$ cat src/rtl/div_ctrl_pkg.sv
// Shared types and constants for the divider reload controller.
package div_ctrl_pkg;

    typedef logic [1:0] state_t;
    typedef logic [7:0] ratio_t;

    localparam state_t S_IDLE   = 2'd0;
    localparam state_t S_LOAD   = 2'd1;
    localparam state_t S_SETTLE = 2'd2;
    localparam state_t S_RUN    = 2'd3;

    localparam ratio_t MIN_RATIO = 8'd2;

    // The counters reload with N-1 so that a full period spans N clocks.
    function automatic ratio_t load_value(input ratio_t r);
        return r - 8'd1;
    endfunction

endpackage

$ cat src/rtl/div_ctrl_timer.sv
// Loadable saturating down-counter; tc flags terminal count (zero).
module div_ctrl_timer #(
    parameter int unsigned W = 8
) (
    input  logic         clk,
    input  logic         rst_n,
    input  logic         load,
    input  logic [W-1:0] load_val,
    input  logic         dec,
    output logic         tc
);

    logic [W-1:0] cnt_q;

    always_ff @(posedge clk or negedge rst_n) begin
        if (!rst_n) begin
            cnt_q <= '0;
        end else if (load) begin
            cnt_q <= load_val;
        end else if (dec && (cnt_q != '0)) begin
            cnt_q <= cnt_q - 1'b1;
        end
    end

    assign tc = (cnt_q == '0);

endmodule

$ cat src/rtl/div_reload_ctrl.sv
// Load/settle/run sequencer for a cascaded two-nibble divider with auto-reload.
// Optional watchdog on missing borrows: define DIV_WATCHDOG_EN.
//
// state    | meaning
// ---------+--------------------------------------------------------
// S_IDLE   | divider halted, waiting for a valid request
// S_LOAD   | load_n low for one cycle, counters take ld_hi/ld_lo
// S_SETTLE | counters loaded, cnt_en held low for SETTLE_CYC cycles
// S_RUN    | counting; each borrow triggers reload and a tick
module div_reload_ctrl
    import div_ctrl_pkg::*;
#(
    parameter int unsigned SETTLE_CYC = 4,
    parameter int unsigned WDT_CYC    = 1024
) (
    input  logic       clk,
    input  logic       rst_n,
    input  logic       req,
    input  ratio_t     ratio,
    input  logic       stop,
    input  logic       co_n,
    output logic       ack,
    output logic       err,
    output logic [3:0] ld_lo,
    output logic [3:0] ld_hi,
    output logic       load_n,
    output logic       cnt_en,
    output logic       tick,
    output logic       busy,
    output logic       stall
);

`ifdef DIV_WATCHDOG_EN
    localparam int unsigned TW = 16;
    localparam logic [TW-1:0] WDT_LD = TW'(WDT_CYC - 1);
`else
    localparam int unsigned TW = 8;
`endif
    localparam logic [TW-1:0] SETTLE_LD = TW'(SETTLE_CYC - 1);

    if (SETTLE_CYC < 1 || SETTLE_CYC > 255 || WDT_CYC < 16 || WDT_CYC > 65535) begin : g_bad_param
        $error("div_reload_ctrl: SETTLE_CYC or WDT_CYC out of range");
    end

    state_t  state_q, state_d;
    ratio_t  act_q, pend_q, ld_q;
    logic    pend_vld_q;
    logic    ack_q, err_q, tick_q, reload_q;
    logic    tmr_load, tmr_dec, tmr_tc;
    logic [TW-1:0] tmr_val;
    logic    borrow, wdt_trip, halt, req_ok, ratio_ok;

    assign borrow   = (state_q == S_RUN) && !co_n;
    assign halt     = stop || wdt_trip;
    // A request arriving while ack is still high is the same request held over.
    assign req_ok   = req && !halt && !ack_q;
    assign ratio_ok = (ratio >= MIN_RATIO);

`ifdef DIV_WATCHDOG_EN
    logic stall_q;

    assign wdt_trip = (state_q == S_RUN) && co_n && tmr_tc;

    always_ff @(posedge clk or negedge rst_n) begin
        if (!rst_n) begin
            stall_q <= 1'b0;
        end else begin
            stall_q <= wdt_trip && !stop;
        end
    end

    assign stall = stall_q;
`else
    assign wdt_trip = 1'b0;
    assign stall    = 1'b0;
`endif

    always_comb begin
        state_d  = state_q;
        tmr_load = 1'b0;
        tmr_val  = '0;
        tmr_dec  = 1'b0;
        if (halt) begin
            state_d = S_IDLE;
        end else begin
            case (state_q)
                S_IDLE: begin
                    if (req_ok && ratio_ok) begin
                        state_d = S_LOAD;
                    end
                end
                S_LOAD: begin
                    state_d  = S_SETTLE;
                    tmr_load = 1'b1;
                    tmr_val  = SETTLE_LD;
                end
                S_SETTLE: begin
                    if (tmr_tc) begin
                        state_d = S_RUN;
`ifdef DIV_WATCHDOG_EN
                        tmr_load = 1'b1;
                        tmr_val  = WDT_LD;
`endif
                    end else begin
                        tmr_dec = 1'b1;
                    end
                end
                S_RUN: begin
`ifdef DIV_WATCHDOG_EN
                    if (borrow) begin
                        tmr_load = 1'b1;
                        tmr_val  = WDT_LD;
                    end else begin
                        tmr_dec = 1'b1;
                    end
`endif
                end
                default: state_d = S_IDLE;
            endcase
        end
    end

    div_ctrl_timer #(.W(TW)) u_timer (
        .clk      (clk),
        .rst_n    (rst_n),
        .load     (tmr_load),
        .load_val (tmr_val),
        .dec      (tmr_dec),
        .tc       (tmr_tc)
    );

    always_ff @(posedge clk or negedge rst_n) begin
        if (!rst_n) begin
            state_q    <= S_IDLE;
            act_q      <= '0;
            pend_q     <= '0;
            pend_vld_q <= 1'b0;
            ld_q       <= '0;
            ack_q      <= 1'b0;
            err_q      <= 1'b0;
            tick_q     <= 1'b0;
            reload_q   <= 1'b0;
        end else begin
            state_q  <= state_d;
            ack_q    <= 1'b0;
            err_q    <= 1'b0;
            tick_q   <= 1'b0;
            reload_q <= 1'b0;
            if (halt) begin
                pend_vld_q <= 1'b0;
            end else begin
                if (borrow) begin
                    reload_q <= 1'b1;
                    tick_q   <= 1'b1;
                    if (pend_vld_q) begin
                        ld_q       <= load_value(pend_q);
                        act_q      <= pend_q;
                        pend_vld_q <= 1'b0;
                    end else begin
                        ld_q <= load_value(act_q);
                    end
                end
                // Placed after the reload so a same-cycle request lands in pending.
                if (req_ok) begin
                    if (!ratio_ok) begin
                        err_q <= 1'b1;
                    end else begin
                        ack_q <= 1'b1;
                        if (state_q == S_IDLE) begin
                            act_q <= ratio;
                            ld_q  <= load_value(ratio);
                        end else begin
                            pend_q     <= ratio;
                            pend_vld_q <= 1'b1;
                        end
                    end
                end
            end
        end
    end

    assign ack    = ack_q;
    assign err    = err_q;
    assign tick   = tick_q;
    assign ld_hi  = ld_q[7:4];
    assign ld_lo  = ld_q[3:0];
    assign load_n = !((state_q == S_LOAD) || reload_q);
    assign cnt_en = (state_q == S_RUN);
    assign busy   = (state_q != S_IDLE);

endmodule

$ cat config.mk
export PLATFORM = sky130hd
export DESIGN_NAME = div_reload_ctrl
export DESIGN_NICKNAME = d
export VERILOG_FILES = /design/src/rtl/div_ctrl_pkg.sv /design/src/rtl/div_ctrl_timer.sv /design/src/rtl/div_reload_ctrl.sv
export SDC_FILE = /design/constraint.sdc
export NUM_CORES = 1
export LEC_CHECK = 0
export ABC_AREA = 1
export BUFFER_PORTS_ARGS = -buffer_cell sky130_fd_sc_hd__buf_4
export CAP_MARGIN = 20
export CORE_AREA = 2 2 69 71
export DETAILED_ROUTE_END_ITERATION = 10
export DIE_AREA = 0 0 71 73
export PLACE_DENSITY = 0.87
export SETUP_SLACK_MARGIN = 0.1
export SLEW_MARGIN = 20
export SYNTH_ARGS = -nofsm -noshare
export SYNTH_HDL_FRONTEND = slang
export SYNTH_SLANG_ARGS = --single-unit
$ cat constraint.sdc
create_clock -name clk -period 4.7 [get_ports clk]
set_clock_uncertainty 0.15 [all_clocks]
set_input_delay 0.47 -clock clk [delete_from_list [all_inputs] [get_ports clk]]
set_output_delay 0.47 -clock clk [all_outputs]
set_load 0.02 [all_outputs]
==> results.sh <==
export IMPL_outcome="complete, but fails checks"
export IMPL_violations="hold timing"
export IMPL_firstDrtPassIters=5
export IMPL_holdWs_ps=-10.70
export IMPL_peakVddDrop_mv=0.2791
export IMPL_postLayoutCoreUtil_pct=64.11
export IMPL_hpwlAfterDp_um=4417
export IMPL_cts_tree="yes"
export IMPL_core_sq_um=4536
export IMPL_ant_nets=0
export IMPL_cts_path_max_buffers=2
export IMPL_grt_pass1_vias=2206
export IMPL_async_flop_share_pct=100.0
export IMPL_clk_pin_slew_worst_paths_ps=80
export IMPL_syn_num_nets=395
export IMPL_setup_tns_final_ps=0
export IMPL_drt_total_wl_um=6167
export IMPL_viasPerCell=5.483
export IMPL_vias=2462
export IMPL_yosysSeqAreaShare_pct=36.57
export IMPL_slew_violations=0
export IMPL_htreeDepth=2
export IMPL_finalHoldViolations=38
export IMPL_final_period_utilization_pct=48.11
export IMPL_drt_initial_drc_count=228
export IMPL_placed_cell_area_sq_um=2770
export IMPL_final_area_sq_um=2908
export IMPL_cts_sinks=38
export IMPL_cp_arrival_ps=2310
export IMPL_max_cap_violations=0
export IMPL_swShare_pct=43.91
export IMPL_relSlewSlack_pct=64.78
export IMPL_syn_inst=373
export IMPL_place_congestion=0.9003
export IMPL_sequentialPowerShare_pct=32.5
export IMPL_required_ps=4750
export IMPL_synth_yosys_warnings=0
export IMPL_powerDensity_nw_per_um2=601.1
export IMPL_grt_pass1_wl_um=10340
export IMPL_die_x_um=71
export IMPL_netlist_area_sq_um=2600
export IMPL_postCtsHoldBufs=0
export IMPL_antenna_found_initial=0
export IMPL_synth_edf_count=0
export IMPL_std_cell_rows=25
export IMPL_reg2reg_depth=12
export IMPL_critical_path_max_fanout=13
export IMPL_final_cell_mix="nand2_1 (140), dfrtp_1 (38), inv_1 (33)"
export IMPL_worstHoldPathType="in2async"
export IMPL_area_growth_syn_to_layout_pct=11.84
export IMPL_drc=0
export IMPL_cts_buffers=5
export IMPL_yosys_most_used_dff="dfrtp_1"
export IMPL_period_needed_ps=2261
export IMPL_initial_core_util_pct=57.32
export IMPL_grt_overflow=0
export IMPL_timing_rr_end="ld_q[4]"
export IMPL_crit_path_end_kind="flop"
export IMPL_worst_setup_path_type="reg2reg"
export IMPL_clock_latency_ps=300
export IMPL_dieArea_sq_um=5183
export IMPL_finalPower_uw=1748
export IMPL_total_leakage_power_uw=0.001535
export IMPL_nets=416
export IMPL_final_common_cell="nand2_1"
export IMPL_die_h_um=73
export IMPL_r2r_start="pend_vld_q"
export IMPL_internal_power_uw=980.5
export IMPL_fmax_ghz=0.4422
export IMPL_clockRootBuffer="clkbuf_8"
export IMPL_rsz0062_at_grt="false"
export IMPL_io_buffer_count=26
export IMPL_combPwrFrac_pct=47.8
export IMPL_drive_gt1_share_pct=16.46
export IMPL_synth_avg_cell_area_sq_um=6.970
export IMPL_diodes=0
export IMPL_synth_distinct_cells=38
export IMPL_tightest_slew_ps=527.8
export IMPL_setup_viol_count_final=0
export IMPL_worst_setup_path_start_kind="flop"
export IMPL_avgRoutedWirePerCell_um=13.73
export IMPL_postCtsResizedCells=0
export IMPL_num_io_pins=28
export IMPL_pwr_share_clk_pct=19.7
export IMPL_grt_max_degree=39
export IMPL_switching_power_uw=767.5
export IMPL_fillCellCount=388
export IMPL_cts_setup_buffers=0
export IMPL_synth_seq_cells=38
export IMPL_rrSetupSlack_ps=2440
export IMPL_grt_usage_pct=25.55
per-stage QoR:
| stage | setup WS (ps) | std cells | hold WS, ps |
|---|---|---|---|
| 2_1_floorplan | 2945 | 373 | 24.41 |
| 3_3_place_gp | 2494 | 441 | 321.9 |
| 3_5_place_dp | 2446 | 441 | 325.9 |
| 4_1_cts | 2479 | 449 | 1.108 |
| 5_1_grt | 2309 | 449 | 14.73 |
| 6_report | 2439 | 449 | -10.70 |
registers in the layout, indices dropped and copies added (netlist names):
name           cells
act_q              8
ld_q               8
pend_q             8
u_timer.cnt_q      8
state_q            2
ack                1
err                1
pend_vld_q         1
reload_q           1
critical path: stages, from the launching register on:
cell and delay, ps:
dfrtp_1 640, inv_2 230, nand2_2 100, nand2_1 100, inv_1 100, ha_1 170
inv_1 50, nor2_1 210, nand3_1 100, nand2_1 90, nand3_1 70, nand2_1 90
nand2_1 40
worst max-delay path by stage:
stage,slack [ps],from,depth (start not counted),to
global placement,2490,ratio[0],10,ld_q[1]
detailed placement,2450,ratio[0],10,act_q[0]
global route,2310,pend_vld_q,12,ld_q[6]
CTS,2480,pend_vld_q,12,ld_q[4]
finish,2440,pend_vld_q,12,ld_q[4]
floorplan,2950,state_q[0],9,act_q[0]
per-layer routing:
metal | track usage, % | vias to the layer above | wire length, um
li1 | - | 1208 | -
met1 | 34.39 | 1136 | 2675
met2 | 40.91 | 108 | 2925
met3 | 5.525 | 10 | 462
met4 | 9.224 | 0 | 104
met5 | 0 | - | 0
cell usage after synthesis, types with 2 or more instances:
| cell | n | area (sq um) |
|---|---|---|
| a21oi_1 | 7 | 35.03 |
| buf_2 | 2 | 10.01 |
| buf_4 | 2 | 15.01 |
| buf_6 | 5 | 56.30 |
| clkbuf_1 | 2 | 7.510 |
| clkinv_1 | 2 | 7.510 |
| dfrtp_1 | 38 | 950.9 |
| ha_1 | 9 | 112.6 |
| inv_1 | 33 | 123.9 |
| inv_2 | 10 | 37.54 |
| nand2_1 | 140 | 525.5 |
| nand2_2 | 6 | 37.54 |
| nand3_1 | 29 | 145.1 |
| nand3_2 | 2 | 20.02 |
| nand3b_1 | 2 | 15.01 |
| nand4_1 | 3 | 18.77 |
| nor2_1 | 28 | 105.1 |
| nor2_2 | 2 | 12.51 |
| nor2_4 | 4 | 45.04 |
| nor3_1 | 2 | 10.01 |
| o21a_1 | 2 | 15.01 |
| o21ai_0 | 10 | 50.05 |
| o21ai_1 | 9 | 45.04 |
| o21ai_2 | 3 | 26.28 |
| o31ai_1 | 2 | 15.01 |
| xnor2_1 | 2 | 17.52 |
| xor2_1 | 6 | 52.55 |
cell families (layout without fill, tap and decap cells):
kind of cell	after synthesis	after routing	synth area share, %
AND/OR/NAND/NOR	226	226	38.69
buffers and inverters	57	79	10.06
flip-flops	38	38	36.57
AO/OA/AOI/OAI	34	34	7.507
adder cells (fa/ha/maj)	9	9	4.331
XOR/XNOR	8	8	2.695
other	1	1	0.1442
power groups by stage:
stage	sequential [uW]	clock [uW]	combinational, uW
after floorplan	579	0	603
after global placement	564	0	801
after detailed placement	571	0	828
after CTS	567	346	833
after global routing	584	360	941
final	569	344	835
layout make-up:
class                   count  area, sq um  share of cell area (%)
multi-input cells         278         1388                   47.72
flip-flops and latches     38        950.9                   32.70
repair buffers             26        195.2                   6.713
inverters                  45        168.9                   5.809
clock buffers               5        68.82                   2.367
clock inverters             3        68.82                   2.367
well taps                  54        67.56                   2.324
(Power assumes the default switching activity.)
